### config.mk
export PLATFORM = sky130hd
export DESIGN_NAME = chirp_sequencer_flat
export DESIGN_NICKNAME = d
export VERILOG_FILES = /design/src/rtl/chirp_seq_pkg.sv /design/src/rtl/chirp_sequencer_if.sv /design/src/rtl/chirp_sequencer_frame_timer.sv /design/src/rtl/chirp_sequencer.sv /design/src/flat_wrapper.sv
export SDC_FILE = /design/constraint.sdc
export NUM_CORES = 1
export LEC_CHECK = 0
export ABC_AREA = 1
export CORE_AREA = 5 5 103 201
export DETAILED_ROUTE_END_ITERATION = 6
export DIE_AREA = 0 0 108 206
export DONT_BUFFER_PORTS = 1
export PLACE_DENSITY_LB_ADDON = 0.08
export SLEW_MARGIN = 0
export SYNTH_ARGS = -nofsm -noshare
export SYNTH_HDL_FRONTEND = slang
export SYNTH_HIERARCHICAL = 1
export SYNTH_SLANG_ARGS = --single-unit
### constraint.sdc
create_clock -name clk10m -period 3 [get_ports clk10m]
set_input_delay 0.6 -clock clk10m [delete_from_list [all_inputs] [get_ports clk10m]]
set_output_delay 0.6 -clock clk10m [all_outputs]
set_load 0.05 [all_outputs]
### src/rtl/chirp_seq_pkg.sv
// Shared types and sizing helpers for the chirp sequencer slice.
package chirp_seq_pkg;

    localparam int DEF_DWIDTH    = 8;
    localparam int DEF_NPROF     = 4;
    localparam int DEF_FRAME_LEN = 10;
    localparam int DEF_CW        = 8;

    // Width of a profile index; a single-slot table still needs one bit.
    function automatic int idx_width(input int nprof);
        return (nprof < 2) ? 1 : $clog2(nprof);
    endfunction

    localparam int DEF_IDX_W = idx_width(DEF_NPROF);

    typedef enum logic [1:0] {
        IDLE = 2'd0,
        LOAD = 2'd1,
        RAMP = 2'd2,
        GAP  = 2'd3
    } seq_state_e;

    // Profile record at the default widths, for hosts that build table images.
    typedef struct packed {
        logic [DEF_DWIDTH-1:0] step;
        logic [DEF_CW-1:0]     nramp;
        logic [DEF_CW-1:0]     gap;
    } profile_t;

endpackage

### src/rtl/chirp_sequencer_if.sv
// Host configuration bus for the chirp sequencer: table writes and sequence setup.
interface chirp_sequencer_if
    import chirp_seq_pkg::*;
#(
    parameter int DWIDTH = DEF_DWIDTH,
    parameter int NPROF  = DEF_NPROF,
    parameter int CW     = DEF_CW
) ();
    localparam int IDX_W = idx_width(NPROF);

    logic              cfg_we;
    logic [IDX_W-1:0]  cfg_addr;
    logic [DWIDTH-1:0] cfg_step;
    logic [CW-1:0]     cfg_nramp;
    logic [CW-1:0]     cfg_gap;
    logic [IDX_W:0]    nprof_act;
    logic              loop;

    modport master (
        output cfg_we, cfg_addr, cfg_step, cfg_nramp, cfg_gap, nprof_act, loop
    );

    modport slave (
        input cfg_we, cfg_addr, cfg_step, cfg_nramp, cfg_gap, nprof_act, loop
    );
endinterface

### src/rtl/chirp_sequencer_frame_timer.sv
// Modulo-FRAME_LEN frame counter that runs while enabled and emits the dce_n strobe.
module dac_frame_timer #(
    parameter int FRAME_LEN = 10
) (
    input  logic clk10m,
    input  logic rst_n,
    input  logic en,
    input  logic en_next,
    output logic dce_n,
    output logic frame_tick
);
    localparam int TW = (FRAME_LEN < 2) ? 1 : $clog2(FRAME_LEN);
    localparam logic [TW-1:0] LAST = TW'(FRAME_LEN - 1);

    logic [TW-1:0] cnt_q, cnt_d;
    logic          dce_n_q, dce_n_d;

    // Strobe is gated by the next-cycle enable so an abort never leaves a stray strobe in IDLE.
    always_comb begin
        cnt_d = '0;
        if (en) begin
            cnt_d = (cnt_q == LAST) ? '0 : cnt_q + 1'b1;
        end
        dce_n_d = !(en_next && (cnt_d == LAST));
    end

    always_ff @(posedge clk10m or negedge rst_n) begin
        if (!rst_n) begin
            cnt_q   <= '0;
            dce_n_q <= 1'b1;
        end else begin
            cnt_q   <= cnt_d;
            dce_n_q <= dce_n_d;
        end
    end

    assign dce_n      = dce_n_q;
    assign frame_tick = !dce_n_q;
endmodule

### src/rtl/chirp_sequencer.sv
// Steps through a table of chirp profiles, presenting each step size to the DAC
// interface for a number of ramps followed by an idle gap measured in frames.
module chirp_sequencer
    import chirp_seq_pkg::*;
#(
    parameter int DWIDTH    = DEF_DWIDTH,
    parameter int NPROF     = DEF_NPROF,
    parameter int FRAME_LEN = DEF_FRAME_LEN,
    parameter int CW        = DEF_CW,
    localparam int IDX_W    = idx_width(NPROF)
) (
    input  logic               clk10m,
    input  logic               rst_n,
    chirp_sequencer_if.slave   cfg,
    input  logic               start,
    input  logic               stop,
    input  logic               wrap,
    output logic [DWIDTH-1:0]  stepsize,
    output logic               dce_n,
    output logic               chirp_n,
    output logic [IDX_W-1:0]   prof_idx,
    output logic               busy,
    output logic               done
);
    localparam int AW = IDX_W + 1;

    typedef struct packed {
        logic [DWIDTH-1:0] step;
        logic [CW-1:0]     nramp;
        logic [CW-1:0]     gap;
    } prof_t;

    prof_t             tbl_q [NPROF];
    prof_t             tbl_d [NPROF];
    prof_t             wk_q, wk_d;
    seq_state_e        state_q, state_d;
    logic [IDX_W-1:0]  idx_q, idx_d;
    logic [CW-1:0]     ramp_cnt_q, ramp_cnt_d;
    logic [CW-1:0]     gap_cnt_q, gap_cnt_d;
    logic [DWIDTH-1:0] stepsize_q, stepsize_d;
    logic              chirp_n_q, chirp_n_d;
    logic              busy_q, busy_d;
    logic              done_q, done_d;
    logic [AW-1:0]     nact_eff;
    logic              more;
    logic              go_next;
    logic              frame_tick;

    always_comb begin
        for (int i = 0; i < NPROF; i++) begin
            tbl_d[i] = tbl_q[i];
        end
        if (cfg.cfg_we) begin
            tbl_d[cfg.cfg_addr] = '{step: cfg.cfg_step, nramp: cfg.cfg_nramp, gap: cfg.cfg_gap};
        end
    end

    genvar gi;
    generate
        for (gi = 0; gi < NPROF; gi++) begin : g_slot
            always_ff @(posedge clk10m or negedge rst_n) begin
                if (!rst_n) begin
                    tbl_q[gi] <= '0;
                end else begin
                    tbl_q[gi] <= tbl_d[gi];
                end
            end
        end
    endgenerate

    // An active count of 0 means one profile; anything above the table size is clamped.
    always_comb begin
        if (cfg.nprof_act == '0) begin
            nact_eff = AW'(1);
        end else if (cfg.nprof_act > AW'(NPROF)) begin
            nact_eff = AW'(NPROF);
        end else begin
            nact_eff = cfg.nprof_act;
        end
        more = ({1'b0, idx_q} + AW'(1)) < nact_eff;
    end

    always_comb begin
        state_d    = state_q;
        idx_d      = idx_q;
        wk_d       = wk_q;
        ramp_cnt_d = ramp_cnt_q;
        gap_cnt_d  = gap_cnt_q;
        done_d     = 1'b0;
        go_next    = 1'b0;

        case (state_q)
            IDLE: begin
                if (start && !stop) begin
                    state_d = LOAD;
                    idx_d   = '0;
                end
            end
            LOAD: begin
                wk_d       = tbl_q[idx_q];
                ramp_cnt_d = '0;
                gap_cnt_d  = '0;
                if (tbl_q[idx_q].nramp != '0) begin
                    state_d = RAMP;
                end else if (tbl_q[idx_q].gap != '0) begin
                    state_d = GAP;
                end else begin
                    go_next = 1'b1;
                end
            end
            RAMP: begin
                if (wrap) begin
                    ramp_cnt_d = ramp_cnt_q + 1'b1;
                    if (ramp_cnt_d == wk_q.nramp) begin
                        if (wk_q.gap != '0) begin
                            state_d = GAP;
                        end else begin
                            go_next = 1'b1;
                        end
                    end
                end
            end
            GAP: begin
                if (frame_tick) begin
                    gap_cnt_d = gap_cnt_q + 1'b1;
                    if (gap_cnt_d == wk_q.gap) begin
                        go_next = 1'b1;
                    end
                end
            end
            default: state_d = IDLE;
        endcase

        if (go_next) begin
            if (more) begin
                idx_d   = idx_q + 1'b1;
                state_d = LOAD;
            end else if (cfg.loop) begin
                idx_d   = '0;
                state_d = LOAD;
            end else begin
                state_d = IDLE;
                done_d  = 1'b1;
            end
        end

        if (stop && (state_q != IDLE)) begin
            state_d = IDLE;
            done_d  = 1'b0;
        end

        // Outputs are registered from the next state so they line up with it.
        busy_d     = (state_d != IDLE);
        chirp_n_d  = (state_d != RAMP);
        stepsize_d = (state_d == RAMP) ? wk_d.step : '0;
    end

    always_ff @(posedge clk10m or negedge rst_n) begin
        if (!rst_n) begin
            state_q    <= IDLE;
            idx_q      <= '0;
            wk_q       <= '0;
            ramp_cnt_q <= '0;
            gap_cnt_q  <= '0;
            stepsize_q <= '0;
            chirp_n_q  <= 1'b1;
            busy_q     <= 1'b0;
            done_q     <= 1'b0;
        end else begin
            state_q    <= state_d;
            idx_q      <= idx_d;
            wk_q       <= wk_d;
            ramp_cnt_q <= ramp_cnt_d;
            gap_cnt_q  <= gap_cnt_d;
            stepsize_q <= stepsize_d;
            chirp_n_q  <= chirp_n_d;
            busy_q     <= busy_d;
            done_q     <= done_d;
        end
    end

    dac_frame_timer #(
        .FRAME_LEN (FRAME_LEN)
    ) u_frame_timer (
        .clk10m     (clk10m),
        .rst_n      (rst_n),
        .en         (busy_q),
        .en_next    (busy_d),
        .dce_n      (dce_n),
        .frame_tick (frame_tick)
    );

    assign stepsize = stepsize_q;
    assign chirp_n  = chirp_n_q;
    assign prof_idx = idx_q;
    assign busy     = busy_q;
    assign done     = done_q;
endmodule

### src/flat_wrapper.sv
// flat-port wrapper written by rule: the top's interface ports become plain ports
module chirp_sequencer_flat import chirp_seq_pkg::*;
#(
    parameter int DWIDTH    = DEF_DWIDTH,
    parameter int NPROF     = DEF_NPROF,
    parameter int FRAME_LEN = DEF_FRAME_LEN,
    parameter int CW        = DEF_CW,
    localparam int IDX_W    = idx_width(NPROF)
)
  (clk10m, rst_n, start, stop, wrap, stepsize, dce_n, chirp_n, prof_idx, busy, done, cfg_cfg_we, cfg_cfg_addr, cfg_cfg_step, cfg_cfg_nramp, cfg_cfg_gap, cfg_nprof_act, cfg_loop);
  chirp_sequencer_if #(.DWIDTH(DWIDTH), .NPROF(NPROF), .CW(CW)) cfg_i ();
  input  logic clk10m;
  input  logic rst_n;
  input  logic start;
  input  logic stop;
  input  logic wrap;
  output logic [DWIDTH-1:0] stepsize;
  output logic dce_n;
  output logic chirp_n;
  output logic [IDX_W-1:0] prof_idx;
  output logic busy;
  output logic done;
  input wire logic [$bits(cfg_i.cfg_we)-1:0] cfg_cfg_we;
  input wire logic [$bits(cfg_i.cfg_addr)-1:0] cfg_cfg_addr;
  input wire logic [$bits(cfg_i.cfg_step)-1:0] cfg_cfg_step;
  input wire logic [$bits(cfg_i.cfg_nramp)-1:0] cfg_cfg_nramp;
  input wire logic [$bits(cfg_i.cfg_gap)-1:0] cfg_cfg_gap;
  input wire logic [$bits(cfg_i.nprof_act)-1:0] cfg_nprof_act;
  input wire logic [$bits(cfg_i.loop)-1:0] cfg_loop;
  assign cfg_i.cfg_we = cfg_cfg_we;
  assign cfg_i.cfg_addr = cfg_cfg_addr;
  assign cfg_i.cfg_step = cfg_cfg_step;
  assign cfg_i.cfg_nramp = cfg_cfg_nramp;
  assign cfg_i.cfg_gap = cfg_cfg_gap;
  assign cfg_i.nprof_act = cfg_nprof_act;
  assign cfg_i.loop = cfg_loop;
  chirp_sequencer #(.DWIDTH(DWIDTH), .NPROF(NPROF), .FRAME_LEN(FRAME_LEN), .CW(CW)) u_core (.clk10m(clk10m), .rst_n(rst_n), .cfg(cfg_i), .start(start), .stop(stop), .wrap(wrap), .stepsize(stepsize), .dce_n(dce_n), .chirp_n(chirp_n), .prof_idx(prof_idx), .busy(busy), .done(done));
endmodule
==> After elaboration in Yosys (flattened, before gate mapping) <==
Index checks and enable logic that the tools add are counted.
{ "totals": {"regBits": 156, "in_bits": 36, "out_inout_bits": 14, "elab_cells": 109} }
{ "op_classes": {"addsub": 5, "n_lt_le_gt_ge": 5, "eq_ne": 11, "n_mux": 44, "bitwise_logic": 2, "n_reduce_logical": 17} }
{ "ops": {"columns": ["operator", "n"], "rows": [
  ["bitwise mux 96 bit", 1],
  ["two-way mux 24 bit", 4],
  ["binary-select mux 24 bit (select 2 bit)", 1],
  ["demux 24 bit (select 2 bit)", 1],
  ["case mux 8 bit (2 select lines)", 2],
  ["two-way mux 2 bit", 14],
  ["two-way mux 8 bit", 3],
  ["nonzero test 8 bit", 3],
  ["adder 8 x 1 -> 8 bit, second input constant", 2],
  ["equality test 8 bit", 2],
  ["two-way mux 1 bit", 12],
  ["equality test 4 bit, second input constant", 2],
  ["two-way mux 4 bit", 2],
  ["nonzero test 2 bit", 4],
  ["equality test 2 bit, second input constant", 3],
  [">= comparator 3 bit, second input constant", 2],
  ["two-way mux 3 bit", 2],
  ["inequality test 2 bit, second input constant", 3],
  ["NOT 2 -> 3 bit", 2],
  ["case mux 2 bit (3 select lines)", 1],
  ["adder 4 x 1 -> 4 bit, second input constant", 1],
  ["logical AND 1 bit", 4],
  ["AND reduction 2 bit", 2],
  ["adder 2 x 1 -> 3 bit, second input constant", 1],
  ["9 further kinds", 10]
]} }

==> Longest topological paths before layout <==
Gate-level depths: netlist of run 1.
{ "logic_depth": {"depth_word": 13, "ltp_mapped": 20, "mapped_depth_nobuf": 20} }

==> By module <==
The synthesis of run 1 kept the hierarchy.
{ "by_module_without_submodules": {"columns": ["mod", "n_inst", "cells_each", "area_each_um2", "seq_area_each_um2"], "rows": [
  ["chirp_sequencer", 1, 891, 7176.9, 3779.9],
  ["dac_frame_timer", 1, 32, 269.0, 126.4]
]} }

==> Least setup slack after synthesis of run 1 <==
OpenSTA, ideal clock, no wires.
{ "synth_timing": {"kind": "reg-to-reg", "from": "register u_core.idx_q[0], in the netlist u_core/prof_idx[0]", "to": "register u_core.u_frame_timer.dce_n_q, in the netlist u_core/u_frame_timer/dce_n", "setup_time_ns": 0.077, "arrival_ns": 2.298, "required_ns": 2.923, "slack_ns": 0.625, "path_stages_with_launch": 18, "path_buffers": 2, "synth_period_minus_slack_ns": 2.375, "cell_sequence": "dfrtp_1 > buf_4 > inv_4 > buf_4 > o211ai_1 > nand2_1 > nor2_1 > nand2_1 > nor2_2 > nand3_2 > nand3_4 > nor2_1 > o21ai_0 > nand2_1 > inv_2 > nand2_1 > nor2_1 > nand2_1"} }
{ "synth_between": {"elab_chain_len": 13, "elab_cells_between_ends": 20, "cone_classes": "add/sub (1); order compare (1); mux (12); bitwise (1); reduce/logical (5)"} }
{ "synth_lines": {"columns": ["item", "line", "source"], "rows": [
  ["start: declaration", "chirp_sequencer.sv:37", "logic [IDX_W-1:0] idx_q, idx_d;"],
  ["start signal: assignment", "chirp_sequencer.sv:171", "idx_q <= idx_d;"],
  ["NOT 2 -> 3 bit (not written as such)", "chirp_sequencer.sv:103, chirp_sequencer.sv:105", null],
  ["binary-select mux 24 bit (select 2 bit)", "chirp_sequencer.sv:103, chirp_sequencer.sv:105", null],
  ["two-way mux 24 bit (2 in a row)", null, null],
  ["nonzero test 8 bit", "chirp_sequencer.sv:105", "end else if (tbl_q[idx_q].gap != '0) begin"],
  ["two-way mux 2 bit / two-way mux 1 bit (equally long branches)", "chirp_sequencer.sv:105", null],
  ["two-way mux 2 bit / two-way mux 1 bit (equally long branches)", "chirp_sequencer.sv:103", "if (tbl_q[idx_q].nramp != '0) begin"],
  ["case mux 2 bit (3 select lines) / case mux 1 bit (3 select lines) (equally long branches)", "chirp_sequencer.sv:92", "case (state_q)"],
  ["two-way mux 2 bit (*)", "chirp_sequencer.sv:134", "if (go_next) begin"],
  ["two-way mux 2 bit (*)", "chirp_sequencer.sv:147", "if (stop && (state_q != IDLE)) begin"],
  ["nonzero test 2 bit (*)", "chirp_sequencer.sv:153", "busy_d = (state_d != IDLE);"],
  ["via u_core.busy_d", "chirp_sequencer.sv:42", "logic busy_q, busy_d;"],
  ["logical AND 1 bit (*)", "chirp_sequencer_frame_timer.sv:24", "dce_n_d = !(en_next && (cnt_d == LAST));"],
  ["logical NOT 1 bit (*)", "chirp_sequencer_frame_timer.sv:24", null],
  ["via u_core.u_frame_timer.dce_n_d", "chirp_sequencer_frame_timer.sv:16", "logic dce_n_q, dce_n_d;"],
  ["end signal: assignment", "chirp_sequencer_frame_timer.sv:33", "dce_n_q <= dce_n_d;"],
  ["end: declaration", "chirp_sequencer_frame_timer.sv:16", null]
]} }
The timed path passes the listed nets; every way through them passes the cells marked *. The select of a mux whose other input is x is not followed.
A chain may end at the register's enable or synchronous reset.

==> Worst setup path after layout of run 1 <==
{ "layout_timing": {"from": "register u_core.ramp_cnt_q[0]", "to": "register u_core.u_frame_timer.dce_n_q, in the netlist u_core/u_frame_timer/dce_n"} }
{ "layout_between": {"elab_chain_len": 10, "elab_cells_between_ends": 13, "cone_classes": "add/sub (1); eq/ne (1); mux (8); reduce/logical (3)"} }
{ "layout_lines": {"columns": ["item", "line", "source"], "rows": [
  ["start: declaration", "chirp_sequencer.sv:38", "logic [CW-1:0] ramp_cnt_q, ramp_cnt_d;"],
  ["start signal: assignment", "chirp_sequencer.sv:173", "ramp_cnt_q <= ramp_cnt_d;"],
  ["adder 8 x 1 -> 8 bit (*)", "chirp_sequencer.sv:113", "ramp_cnt_d = ramp_cnt_q + 1'b1;"],
  ["equality test 8 bit (*)", "chirp_sequencer.sv:114", "if (ramp_cnt_d == wk_q.nramp) begin"],
  ["two-way mux 2 bit / two-way mux 1 bit (equally long branches)", "chirp_sequencer.sv:114", null],
  ["two-way mux 2 bit / two-way mux 1 bit (equally long branches)", "chirp_sequencer.sv:112", "if (wrap) begin"],
  ["case mux 2 bit (3 select lines) / case mux 1 bit (3 select lines) (equally long branches)", "chirp_sequencer.sv:92", null],
  ["two-way mux 2 bit (*)", "chirp_sequencer.sv:134", null],
  ["two-way mux 2 bit (*)", "chirp_sequencer.sv:147", null],
  ["nonzero test 2 bit (*)", "chirp_sequencer.sv:153", null],
  ["via u_core.busy_d", "chirp_sequencer.sv:42", null],
  ["logical AND 1 bit (*)", "chirp_sequencer_frame_timer.sv:24", null],
  ["logical NOT 1 bit (*)", "chirp_sequencer_frame_timer.sv:24", null],
  ["via u_core.u_frame_timer.dce_n_d", "chirp_sequencer_frame_timer.sv:16", null]
]} }
The timed path passes the listed nets; every way through them passes the cells marked *.

==> results by group, run 1 <==
Run status
  – Status: finished with violations
  – Failing checks: negative hold slack

Final layout
  – Synthesis-to-finish area growth: 11.26%
  – Fraction of layout cells with a size suffix above 1: 0.09209
  – Final net count: 954
  – Design Area, Final: 8284 um^2
  – Number of diodes: 0

GRT
  – Initial antenna violation count: 0
  – Largest net degree at the start of global routing: 157
  – GRT overflow: 0
  – Gr usage total: 0.1765
  – Number of global-route vias before repair: 5,882
  – Global-route wire length before repair: 30,370 um

Setup path
  – CP Data Required Time: 3350 ps
  – Reg-to-reg endpoint: u_core/u_frame_timer/dce_n
  – Worst path slowest cell: dfrtp_1
  – Bufs and invs on worst path: 1
  – CP top delay family: simple AND/OR/NAND/NOR gates
  – Worst Path Max Fanout: 6
  – Worst path cell trace: ha_1 > nand2_1 > nor2_1 > nand2_1 > nand2_1 > nor2_1 > nor2_1 > nand3_1 > nor2_1 > nand2_1 > nand3_4 > nor2_1 > o21ai_0 > nand2_1 > inv_2 > nand2_1 > nor2_1 > nand2_1
  – Worst reg2reg setup slack: 470 ps
  – Worst Path Arrival: 2890 ps
  – CP endpoint kind: flip-flop
  – CP dominant cell by count: nand2_1
  – Worst setup startpoint: u_core/ramp_cnt_q[0]
  – WS Path Type: flip-flop to flip-flop
  – RR Startpoint: u_core/ramp_cnt_q[0]
  – Crit start category: flip-flop
  – Worst r2r path cells: 18
  – Max stage delay on crit path: 440 ps

Route
  – Post-route ant nets: 0
  – WL per Instance: 15.33 um
  – Vias: 5,753
  – Detailed Routing Iterations Pass 1: 5
  – DRC: 0
  – Vias per Instance: 4.884
  – Final wirelength: 18,060 um
  – Initial drt markers: 243

Placed design
  – Port buffer count: 0
  – Post-DP HPWL: 12,010 um
  – Area after DPL: 7677 um^2
  – GP Congestion: 0.7670

Synth
  – Syn Std Cell Area: 7446 um^2
  – Synthesized instance count: 923
  – Netlist cell types: 38
  – Synth Flop Type: dfrtp_1
  – Syn Area/Cell: 8.067 um^2
  – Syn_nets: 966
  – Synth top area cells: dfrtp_1 52%, nand2_1 14%, o21ai_0 9.9%
  – Yosys top cell area share: 0.5176
  – Async set-reset flop share out of synthesis: 1.000
  – Yosys warnings: 6
  – Most frequent cell after synthesis: nand2_1
  – FF+latch count, synth: 156
  – Seq/Total Area, Yosys: 0.5246
  – Synth area leader: dfrtp_1
  – Post-synth top cells: 286 x nand2_1, 154 x dfrtp_1, 148 x o21ai_0, 93 x inv_1, 78 x nand3_1
  – Post-synth EDFFs: 0

Timing
  – Peak Freq: 0.3945 GHz
  – Setup TNS: 0 ps
  – Worst Max-Slew Pin Slew: 523.9 ps
  – Clk_skew: 12.28 ps
  – Min Hold Slack: -115.2 ps
  – Tcrit/Tclk final: 0.8449
  – Rel. slew slack: 0.6507
  – RSZ-0062 raised after global routing: no
  – Final hold viol count: 154
  – Slew Viols, Final: 0
  – Minimum clock period: 2535 ps
  – # setup viols final: 0

Clock network
  – Clk Tree Root Cell: clkbuf_16
  – TritonCTS Buffers: 17
  – Clock latency on the worst-skew pair: 420 ps
  – CTS tree: built
  – CTS clock-pin slew for the worst setup and hold paths: 60 ps
  – CTS max path bufs: 2
  – H-tree depth: 4
  – # Post-CTS Setup Buffers: 0
  – Post-CTS Resized: 0
  – CTS Sinks: 156

Floorplan
  – Num rows: 71
  – # IOs: 50
  – CORE AREA: 18,830 um^2
  – Die Height: 206 um
  – Die width: 108 um
  – Starting Density: 0.3954
  – DIE AREA: 22,250 um^2

Power
  – Pwr dens: 784.2 nW/um^2
  – Combinational power share: 0.198
  – Sw Ratio: 0.3336
  – Peak VDD IR: 425.4 uV
  – Leak Pwr: 3.959 nW
  – Internal power: 4.329 mW
  – Clock network power share: 0.339
  – Sw Pwr: 2.167 mW
  – Seq pwr share: 0.463

Min path
  – Worst min path class: primary input to asynchronous set/reset pin

Run
  – Max-Cap Viols: 0
## per-layer routing
metal  vias up  wire [um]  GRT usage
met4         0        547    0.07043
met3        20        332    0.03095
met5         -          0          0
li1       2938          -          -
met2        61       9985     0.3272
met1      2734       7197     0.1964
## how the worst max path moves through the flow
| stage | slack, ps | end | depth (start not counted) |
|---|---|---|---|
| after global routing | 30 | u_core/u_frame_timer/dce_n | 18 |
| final | 470 | u_core/u_frame_timer/dce_n | 18 |
| after detailed placement | 460 | u_core/u_frame_timer/dce_n | 18 |
| after CTS | 450 | u_core/u_frame_timer/dce_n | 18 |
| after global placement | 470 | u_core/u_frame_timer/dce_n | 18 |
| after floorplan | 630 | u_core/u_frame_timer/dce_n | 17 |
## cells in the final DEF (no fill, tap or decap), types with 10 or more instances in the layout
cell,n
inv_1,93
o21ai_0,148
clkbuf_16,17
nand3_1,74
o22ai_1,13
nand3_2,10
dfrtp_1,153
nand2_1,286
nor2_2,13
nor2_1,43
## flip-flops by register name (all words and copies together), names as in the netlist
register / cells
u_core/tbl_q: 96
u_core/wk_q: 24
u_core/gap_cnt_q: 8
u_core/ramp_cnt_q: 8
u_core/stepsize: 8
u_core/u_frame_timer/cnt_q: 4
u_core/prof_idx: 2
u_core/state_q: 2
u_core/busy: 1
u_core/chirp_n: 1
u_core/done: 1
u_core/u_frame_timer/dce_n: 1
## logic make-up after synthesis
kind of cell	synth area share
and+or+nand+nor	0.2616
buffers and inverters	0.07763
DFF	0.5246
xor gates and xnor gates	0.006722
adders and majority gates	0.01176
AOI/OAI and AO/OA	0.1176
## power groups by stage
stage | Combinational, mW | Sequential [mW] | Clock [mW]
2_1_floorplan | 1.01 | 2.96 | 0
3_3_place_gp | 1.31 | 3.05 | 0
3_5_place_dp | 1.31 | 3.05 | 0
4_1_cts | 1.32 | 3.01 | 2.27
5_1_grt | 1.52 | 3.07 | 2.36
6_report | 1.29 | 3.01 | 2.20
## per-stage QoR
stage | cells | total power [mW] | setup WS (ps) | hold WS [ps] | util
2_1_floorplan | 923 | 3.973 | 625.4 | 304.4 | -
3_3_place_gp | 1147 | 4.359 | 466.7 | 311.9 | 0.4077
3_5_place_dp | 1147 | 4.363 | 456.2 | 311.7 | 0.4077
4_1_cts | 1178 | 6.600 | 446.2 | -141.4 | 0.4399
5_1_grt | 1178 | 6.952 | 29.90 | -146.6 | 0.4399
6_report | 1178 | 6.496 | 465.4 | -115.2 | 0.4399
## final cells by class
| cell class | instances | area [um^2] |
|---|---|---|
| clock buffer | 18 | 439.2 |
| multi-input combinational | 625 | 2982 |
| sequential | 156 | 3908 |
| tap | 255 | 319.1 |
| inverter | 101 | 381.6 |
| timing repair buffer | 10 | 87.58 |
| clock inverter | 13 | 167.7 |
| fill | 1999 | 10550 |
No activity file was read; power rests on OpenSTA's default activity.
==> run 2: changes to the inputs <==
--- a/config.mk
+++ b/config.mk
@@ -5,7 +5,7 @@
 export SDC_FILE = /design/constraint.sdc
 export NUM_CORES = 1
 export LEC_CHECK = 0
-export ABC_AREA = 1
+export ABC_AREA = 0
 export CORE_AREA = 5 5 103 201
 export DETAILED_ROUTE_END_ITERATION = 6
 export DIE_AREA = 0 0 108 206
==> constraint.sdc (replaced) <==
create_clock -name clk10m -period 2.3 [get_ports clk10m]
set_input_delay 0.46 -clock clk10m [delete_from_list [all_inputs] [get_ports clk10m]]
set_output_delay 0.46 -clock clk10m [all_outputs]
set_load 0.05 [all_outputs]
==> run 2 against run 1 <==
  * The flow finishes with violations (negative hold slack, negative setup slack)
  * Non-clock buffer count is 73 higher
  * Hold slack worse by 150 ps
  * Global-route usage fell by 0.25 points
  * Largest cell class unchanged
  * Highest routed layer unchanged
==> results by group, run 2 <==
Run status
  – Status: finished with violations (unchanged)
  – Failing checks: negative hold slack, negative setup slack (was negative hold slack)

Timing
  – Worst Max-Slew Pin Slew: 509.7 ps (was 523.9 ps)
  – RSZ-0062 raised after global routing: yes (was no)
  – Final hold viol count: 154 (unchanged)
  – # setup viols final: 15 (was 0)
  – Min Hold Slack: -269.2 ps (was -115.2 ps)
  – Minimum clock period: 2675 ps (was 2535 ps)
  – Slew Viols, Final: 0 (unchanged)
  – Peak Freq: 0.3738 GHz (was 0.3945 GHz)
  – Tcrit/Tclk final: 1.163 (was 0.8449)
  – Final setup margin: -375.4 ps (was 465.4 ps)
  – Rel. slew slack: 0.6604 (was 0.6507)
  – Clk_skew: 10.39 ps (was 12.28 ps)
  – Setup TNS: -3247 ps (was 0 ps)

Placed design
  – Area after DPL: 8164 um^2 (was 7677 um^2)
  – Setup slack at placement: -563.1 ps (was 456.2 ps)
  – Post-DP HPWL: 12,800 um (was 12,010 um)
  – GP Congestion: 0.9111 (was 0.7670)
  – Dpl cells: 909 (was 1,147)
  – Port buffer count: 0 (unchanged)

Final layout
  – Top Registers: u_core/tbl_q: 96 flops, u_core/wk_q: 24 flops (unchanged)
  – Final net count: 726 (was 954)
  – Non-Filler Instances: 951 (was 1,178)
  – Max reg flops: 96 (unchanged)
  – Fraction of layout cells with a size suffix above 1: 0.3807 (was 0.09209)
  – Commonest non-fill, non-tap cell in the layout: dfrtp_1 (was nand2_1)
  – Reg area: 3909 um^2 (was 3908 um^2)
  – Commonest cells after routing, fill and taps aside: 152 x dfrtp_1, 100 x nand2_1, 96 x mux2_2 (was 286 x nand2_1, 153 x dfrtp_1, 148 x o21ai_0)
  – Number of fill cells in the layout: 1,764 (was 1,999)
  – Multi-input logic area: 3451 um^2 (was 2982 um^2)
  – Largest reg by FF count: u_core/tbl_q (unchanged)
  – Number of diodes: 0 (unchanged)
  – Design Area, Final: 9010 um^2 (was 8284 um^2)
  – Synthesis-to-finish area growth: 20.96% (was 11.26%)
  – Post-layout util: 0.4784 (was 0.4399)

Floorplan
  – Num rows: 71 (unchanged)
  – Die width: 108 um (unchanged)
  – Die Height: 206 um (unchanged)
  – Starting Density: 0.3955 (was 0.3954)
  – # IOs: 50 (unchanged)
  – CORE AREA: 18,830 um^2 (unchanged)
  – DIE AREA: 22,250 um^2 (unchanged)

Route
  – Metal2 WL: 10,290 um (was 9985 um)
  – Vias: 5,020 (was 5,753)
  – WL per Instance: 19.07 um (was 15.33 um)
  – Post-route ant nets: 0 (unchanged)
  – DRC: 0 (unchanged)
  – Final wirelength: 18,140 um (was 18,060 um)
  – Detailed Routing Iterations Pass 1: 5 (unchanged)
  – WL met3: 651 um (was 332 um)
  – Metal-1 WL: 6848 um (was 7197 um)
  – Top Metal Used: met4 (unchanged)
  – Vias per Instance: 5.279 (was 4.884)
  – Initial drt markers: 165 (was 243)

Synth
  – FF+latch count, synth: 156 (unchanged)
  – Seq/Total Area, Yosys: 0.5244 (was 0.5246)
  – Synth area leader: dfrtp_1 (unchanged)
  – Synthesized instance count: 613 (was 923)
  – Syn Std Cell Area: 7448 um^2 (was 7446 um^2)
  – Most frequent cell after synthesis: dfrtp_1 (was nand2_1)
  – Post-synth EDFFs: 0 (unchanged)
  – Synth top area cells: dfrtp_1 52%, mux2_2 15%, mux4_2 7.3% (was dfrtp_1 52%, nand2_1 14%, o21ai_0 9.9%)
  – Mux cell area share after synthesis: 0.2217 (was 0)
  – Synth Flop Type: dfrtp_1 (unchanged)
  – Largest family of logic cells by synthesized area: multiplexers (was simple AND/OR/NAND/NOR gates)
  – Yosys top cell area share: 0.5174 (was 0.5176)
  – Adder-Cell Fraction of Synth Area: 0.01176 (about the same)
  – Compound-Gate Fraction of Synth Area: 0.06215 (was 0.1176)
  – Async set-reset flop share out of synthesis: 1.000 (unchanged)
  – Post-synth top cells: 154 x dfrtp_1, 100 x nand2_1, 96 x mux2_2, 24 x mux4_2, 23 x nor2_1 (was 286 x nand2_1, 154 x dfrtp_1, 148 x o21ai_0, 93 x inv_1, 78 x nand3_1)
  – Syn_nets: 656 (was 966)
  – Netlist cell types: 64 (was 38)
  – Simple-Gate Fraction of Synth Area: 0.1297 (was 0.2616)
  – Syn Area/Cell: 12.15 um^2 (was 8.067 um^2)
  – Yosys warnings: 6 (unchanged)
  – Xor and xnor area share after synthesis: 0.02318 (was 0.006722)

GRT
  – GRT overflow: 0 (unchanged)
  – Largest net degree at the start of global routing: 157 (unchanged)
  – Global-route wire length before repair: 29,430 um (was 30,370 um)
  – Gr usage total: 0.1740 (was 0.1765)
  – Initial antenna violation count: 0 (unchanged)
  – Number of global-route vias before repair: 5,487 (was 5,882)

Run
  – Max-Cap Viols: 0 (unchanged)

Setup path
  – CP endpoint kind: flip-flop (unchanged)
  – CP top delay family: simple AND/OR/NAND/NOR gates (unchanged)
  – Worst path cell trace: buf_12 > mux4_2 > nor4_4 > buf_4 > a21oi_1 > o21ai_1 > nand2_1 > a2bb2oi_2 > or2_1 > nand3_1 > or4_1 (was ha_1 > nand2_1 > nor2_1 > nand2_1 > nand2_1 > nor2_1 > nor2_1 > nand3_1 > nor2_1 > nand2_1 > nand3_4 > nor2_1 > o21ai_0 > nand2_1 > inv_2 > nand2_1 > nor2_1 > nand2_1)
  – Max stage delay on crit path: 540 ps (was 440 ps)
  – CP Data Required Time: 2630 ps (was 3350 ps)
  – Bufs and invs on worst path: 2 (was 1)
  – Worst reg2reg setup slack: -380 ps (was 470 ps)
  – WS Path Type: flip-flop to flip-flop (unchanged)
  – Worst Path Max Fanout: 5 (was 6)
  – Worst path slowest cell: mux4_2 (was dfrtp_1)
  – Crit start category: flip-flop (unchanged)
  – Worst Path Arrival: 3010 ps (was 2890 ps)

Clock network
  – Clk Tree Root Cell: clkbuf_16 (unchanged)
  – Clock latency on the worst-skew pair: 420 ps (about the same)
  – CTS clock-pin slew for the worst setup and hold paths: 70 ps (was 60 ps)
  – TritonCTS Buffers: 17 (unchanged)
  – H-tree depth: 4 (unchanged)
  – CTS tree: built (unchanged)
  – CTS Sinks: 156 (unchanged)
  – CTS max path bufs: 2 (unchanged)

Power
  – Pwr dens: 946.6 nW/um^2 (was 784.2 nW/um^2)
  – Leak Pwr: 3.908 nW (was 3.959 nW)
  – Pwr Total: 8.529 mW (was 6.496 mW)
  – Peak VDD IR: 704.6 uV (was 425.4 uV)

Min path
  – Worst min path class: primary input to asynchronous set/reset pin (unchanged)
run 2: cell count changes in the layout (fill, tap and decap cells not counted), sizes merged, moves of 65 or more:
cell and delta:
buf +73, inv -87, mux2 +96, nand2 -190, nand3 -65, o21ai -130
run 2: report_power, final:
part,switching [mW],internal [mW],total (mW)
sequential,0.418,3.32,3.74
combinational,0.818,0.885,1.70
clock,1.15,1.93,3.08
run 2: kinds of logic (layout without fill, tap and decap cells):
family / after synthesis / in the layout
AO/OA/AOI/OAI: 69 / 69
AND/OR/NAND/NOR: 198 / 198
flip-flops: 156 / 156
buffers and inverters: 42 / 125
multiplexers: 123 / 123
XOR/XNOR: 18 / 18
adder cells (fa/ha/maj): 7 / 7
run 2: final timing paths:
kind / from / end / cells past startpoint
max in group asynchronous: rst_n / u_core/u_frame_timer/dce_n / 0
min: rst_n / u_core/ramp_cnt_q[2] / 0
min in group clk10m: stop / u_core/done / 1
max: u_core/prof_idx[0] / u_core/u_frame_timer/dce_n / 11
max reg2reg: u_core/prof_idx[0] / u_core/u_frame_timer/dce_n / 11
min reg2reg: u_core/wk_q[17] / u_core/wk_q[17] / 2
run 2: area by class of cell:
type / instances / share of cell area
multi-input cells: 415 / 0.3830
repair buffers: 83 / 0.07180
clock inverters: 14 / 0.02416
inverters: 10 / 0.004166
clock buffers: 18 / 0.04763
well taps: 255 / 0.03541
flip-flops and latches: 156 / 0.4338
run 2: metal layers:
metal / global-route usage / vias up
li1: - / 2338
met1: 0.1898 / 2575
met2: 0.3210 / 84
met3: 0.03939 / 23
met4: 0.06817 / 0
met5: 0 / -
run 2: what timing repair did:
item / CTS / global route
gates resized for setup: 15 / 7
setup buffers: 10 / 1
pin swaps: 8 / 6
hold endpoints to repair: 156 / 156
setup endpoints to repair: 16 / 16
==> run 3: changes to the inputs <==
--- a/config.mk
+++ b/config.mk
@@ -11,6 +11,7 @@
 export DIE_AREA = 0 0 108 206
 export DONT_BUFFER_PORTS = 1
 export PLACE_DENSITY_LB_ADDON = 0.08
+export SETUP_SLACK_MARGIN = 0.15
 export SLEW_MARGIN = 0
 export SYNTH_ARGS = -nofsm -noshare
 export SYNTH_HDL_FRONTEND = slang
==> run 3 against run 2 <==
  * The run still ends with negative hold slack, negative setup slack left
  * Wire length is 1.9% higher
  * Critical endpoint is now u_core/chirp_n
  * Core utilization increased by 0.49 points
  * Worst setup slack better by 60 ps
  * Largest cell class unchanged
  * Sequential share of layout area fell by 0.43 points
  * Clock skew decreased by 3.9 ps
==> results by group, run 3 (synthesized netlist as in run 2, its figures left out) <==
Run status
  – Status: finished with violations (unchanged)
  – Failing checks: negative hold slack, negative setup slack (unchanged)

Power
  – Pwr Total: 8.489 mW (was 8.529 mW)
  – Peak VDD IR: 563.7 uV (was 704.6 uV)
  – Pwr dens: 932.6 nW/um^2 (was 946.6 nW/um^2)
  – Leak Pwr: 3.920 nW (was 3.908 nW)

Clock network
  – CTS max path bufs: 2 (unchanged)
  – Clk Tree Root Cell: clkbuf_16 (unchanged)
  – CTS clock-pin slew for the worst setup and hold paths: 60 ps (was 70 ps)
  – Clock latency on the worst-skew pair: 420 ps (about the same)
  – TritonCTS Buffers: 17 (unchanged)
  – CTS tree: built (unchanged)
  – H-tree depth: 4 (unchanged)
  – CTS Sinks: 156 (unchanged)

Route
  – WL per Instance: 19.37 um (was 19.07 um)
  – Post-route ant nets: 0 (unchanged)
  – Final wirelength: 18,480 um (was 18,140 um)
  – DRC: 0 (unchanged)
  – Vias per Instance: 5.318 (was 5.279)
  – Vias: 5,073 (was 5,020)
  – Detailed Routing Iterations Pass 1: 5 (unchanged)
  – Initial drt markers: 175 (was 165)

Timing
  – Peak Freq: 0.3823 GHz (was 0.3738 GHz)
  – # setup viols final: 15 (unchanged)
  – Tcrit/Tclk final: 1.137 (was 1.163)
  – Worst Max-Slew Pin Slew: 494.8 ps (was 509.7 ps)
  – Slew Viols, Final: 0 (unchanged)
  – Min Hold Slack: -267.0 ps (was -269.2 ps)
  – Clk_skew: 6.495 ps (was 10.39 ps)
  – Final setup margin: -315.9 ps (was -375.4 ps)
  – Final hold viol count: 154 (unchanged)
  – Rel. slew slack: 0.6704 (was 0.6604)
  – RSZ-0062 raised after global routing: yes (unchanged)
  – Minimum clock period: 2616 ps (was 2675 ps)

Floorplan
  – Starting Density: 0.3955 (unchanged)
  – DIE AREA: 22,250 um^2 (unchanged)
  – Die Height: 206 um (unchanged)
  – Die width: 108 um (unchanged)
  – # IOs: 50 (unchanged)
  – Num rows: 71 (unchanged)
  – CORE AREA: 18,830 um^2 (unchanged)

Min path
  – Worst min path class: primary input to asynchronous set/reset pin (unchanged)

Final layout
  – Commonest non-fill, non-tap cell in the layout: dfrtp_1 (unchanged)
  – Commonest cells after routing, fill and taps aside: 151 x dfrtp_1, 100 x nand2_1, 96 x mux2_2 (was 152 x dfrtp_1, 100 x nand2_1, 96 x mux2_2)
  – Synthesis-to-finish area growth: 22.21% (was 20.96%)
  – Max reg flops: 96 (unchanged)
  – Number of fill cells in the layout: 1,750 (was 1,764)
  – Reg area: 3910 um^2 (was 3909 um^2)
  – Final net count: 729 (was 726)
  – Top Registers: u_core/tbl_q: 96 flops, u_core/wk_q: 24 flops (unchanged)
  – Fraction of layout cells with a size suffix above 1: 0.3977 (was 0.3807)
  – Largest reg by FF count: u_core/tbl_q (unchanged)
  – Multi-input logic area: 3511 um^2 (was 3451 um^2)
  – Post-layout util: 0.4833 (was 0.4784)
  – Number of diodes: 0 (unchanged)

Setup path
  – Worst Path Arrival: 2970 ps (was 3010 ps)
  – CP Data Required Time: 2650 ps (was 2630 ps)
  – CP endpoint kind: flip-flop (unchanged)
  – Crit start category: flip-flop (unchanged)
  – Worst Path Max Fanout: 5 (unchanged)
  – WS Path Type: flip-flop to flip-flop (unchanged)

Placed design
  – Port buffer count: 0 (unchanged)
  – Setup slack at placement: -543.2 ps (was -563.1 ps)
  – Post-DP HPWL: 13,150 um (was 12,800 um)
  – GP Congestion: 0.8923 (was 0.9111)

GRT
  – Gr usage total: 0.1785 (was 0.1740)
  – Initial antenna violation count: 0 (unchanged)
  – Largest net degree at the start of global routing: 157 (unchanged)
  – GRT overflow: 0 (unchanged)
  – Number of global-route vias before repair: 5,529 (was 5,487)
  – Global-route wire length before repair: 30,110 um (was 29,430 um)

Run
  – Max-Cap Viols: 0 (unchanged)
==> run 3: final timing paths <==
kind,startpoint,to,slack (ps),depth (start not counted)
min in group clk10m,stop,u_core/done,100,1
max in group asynchronous,rst_n,u_core/chirp_n,2220,0
min reg2reg,u_core/wk_q[23],u_core/wk_q[23],480,2
max,u_core/prof_idx[0],u_core/chirp_n,-320,11
max reg2reg,u_core/prof_idx[0],u_core/chirp_n,-320,11
min,rst_n,u_core/ramp_cnt_q[3],-270,0
==> run 3: area by class of cell <==
| class | instances | share of cell area |
|---|---|---|
| Timing Repair Buffer | 86 | 0.07656 |
| Clock buffer | 21 | 0.05058 |
| Clock inverter | 11 | 0.01842 |
| Inverter | 10 | 0.004124 |
| Sequential cell | 156 | 0.4296 |
| Tap cell | 255 | 0.03505 |
| Multi-Input combinational cell | 415 | 0.3857 |
==> run 3: per-stage QoR <==
| stage | std cells | TNS [ps] | cell area [um^2] |
|---|---|---|---|
| global route | 954 | -5469 | 9102 |
| floorplan | 613 | -998.0 | 7463 |
| global placement | 914 | -6328 | 8202 |
| detailed placement | 914 | -5717 | 8202 |
| CTS | 954 | -3838 | 9086 |
| finish | 954 | -3587 | 9102 |
==> run 3: timing repair <==
| item | 4_1_cts | 5_1_grt |
|---|---|---|
| setup buffers | 7 | 0 |
| endpoints found under the hold margin | 156 | 156 |
| resized for setup | 40 | 6 |
| setup endpoints to repair | 17 | 17 |
| pin swaps | 9 | 1 |
| cloned | 1 | 0 |
==> run 3: where the power goes <==
group / switching [mW] / internal, mW
registers: 0.453 / 3.32
clock network: 1.12 / 1.87
logic: 0.816 / 0.906
==> run 3: metal layers <==
metal	part of all wire	GRT usage	vias up
met5	0	0	-
met4	0.025	0.07720	0
met3	0.037	0.03251	25
met2	0.57	0.3333	102
met1	0.37	0.1931	2601
li1	-	-	2345
==> run 3: worst max-delay path, stage by stage, from the launching register on <==
cell and delay [ps]:
dfrtp_2 380, buf_4 160, buf_6 150, mux4_2 560
nor4_4 330, nand3_2 140, nor3_2 140, a211oi_2 80
a2bb2oi_2 190, buf_4 150, buf_6 130, nand2b_4 130
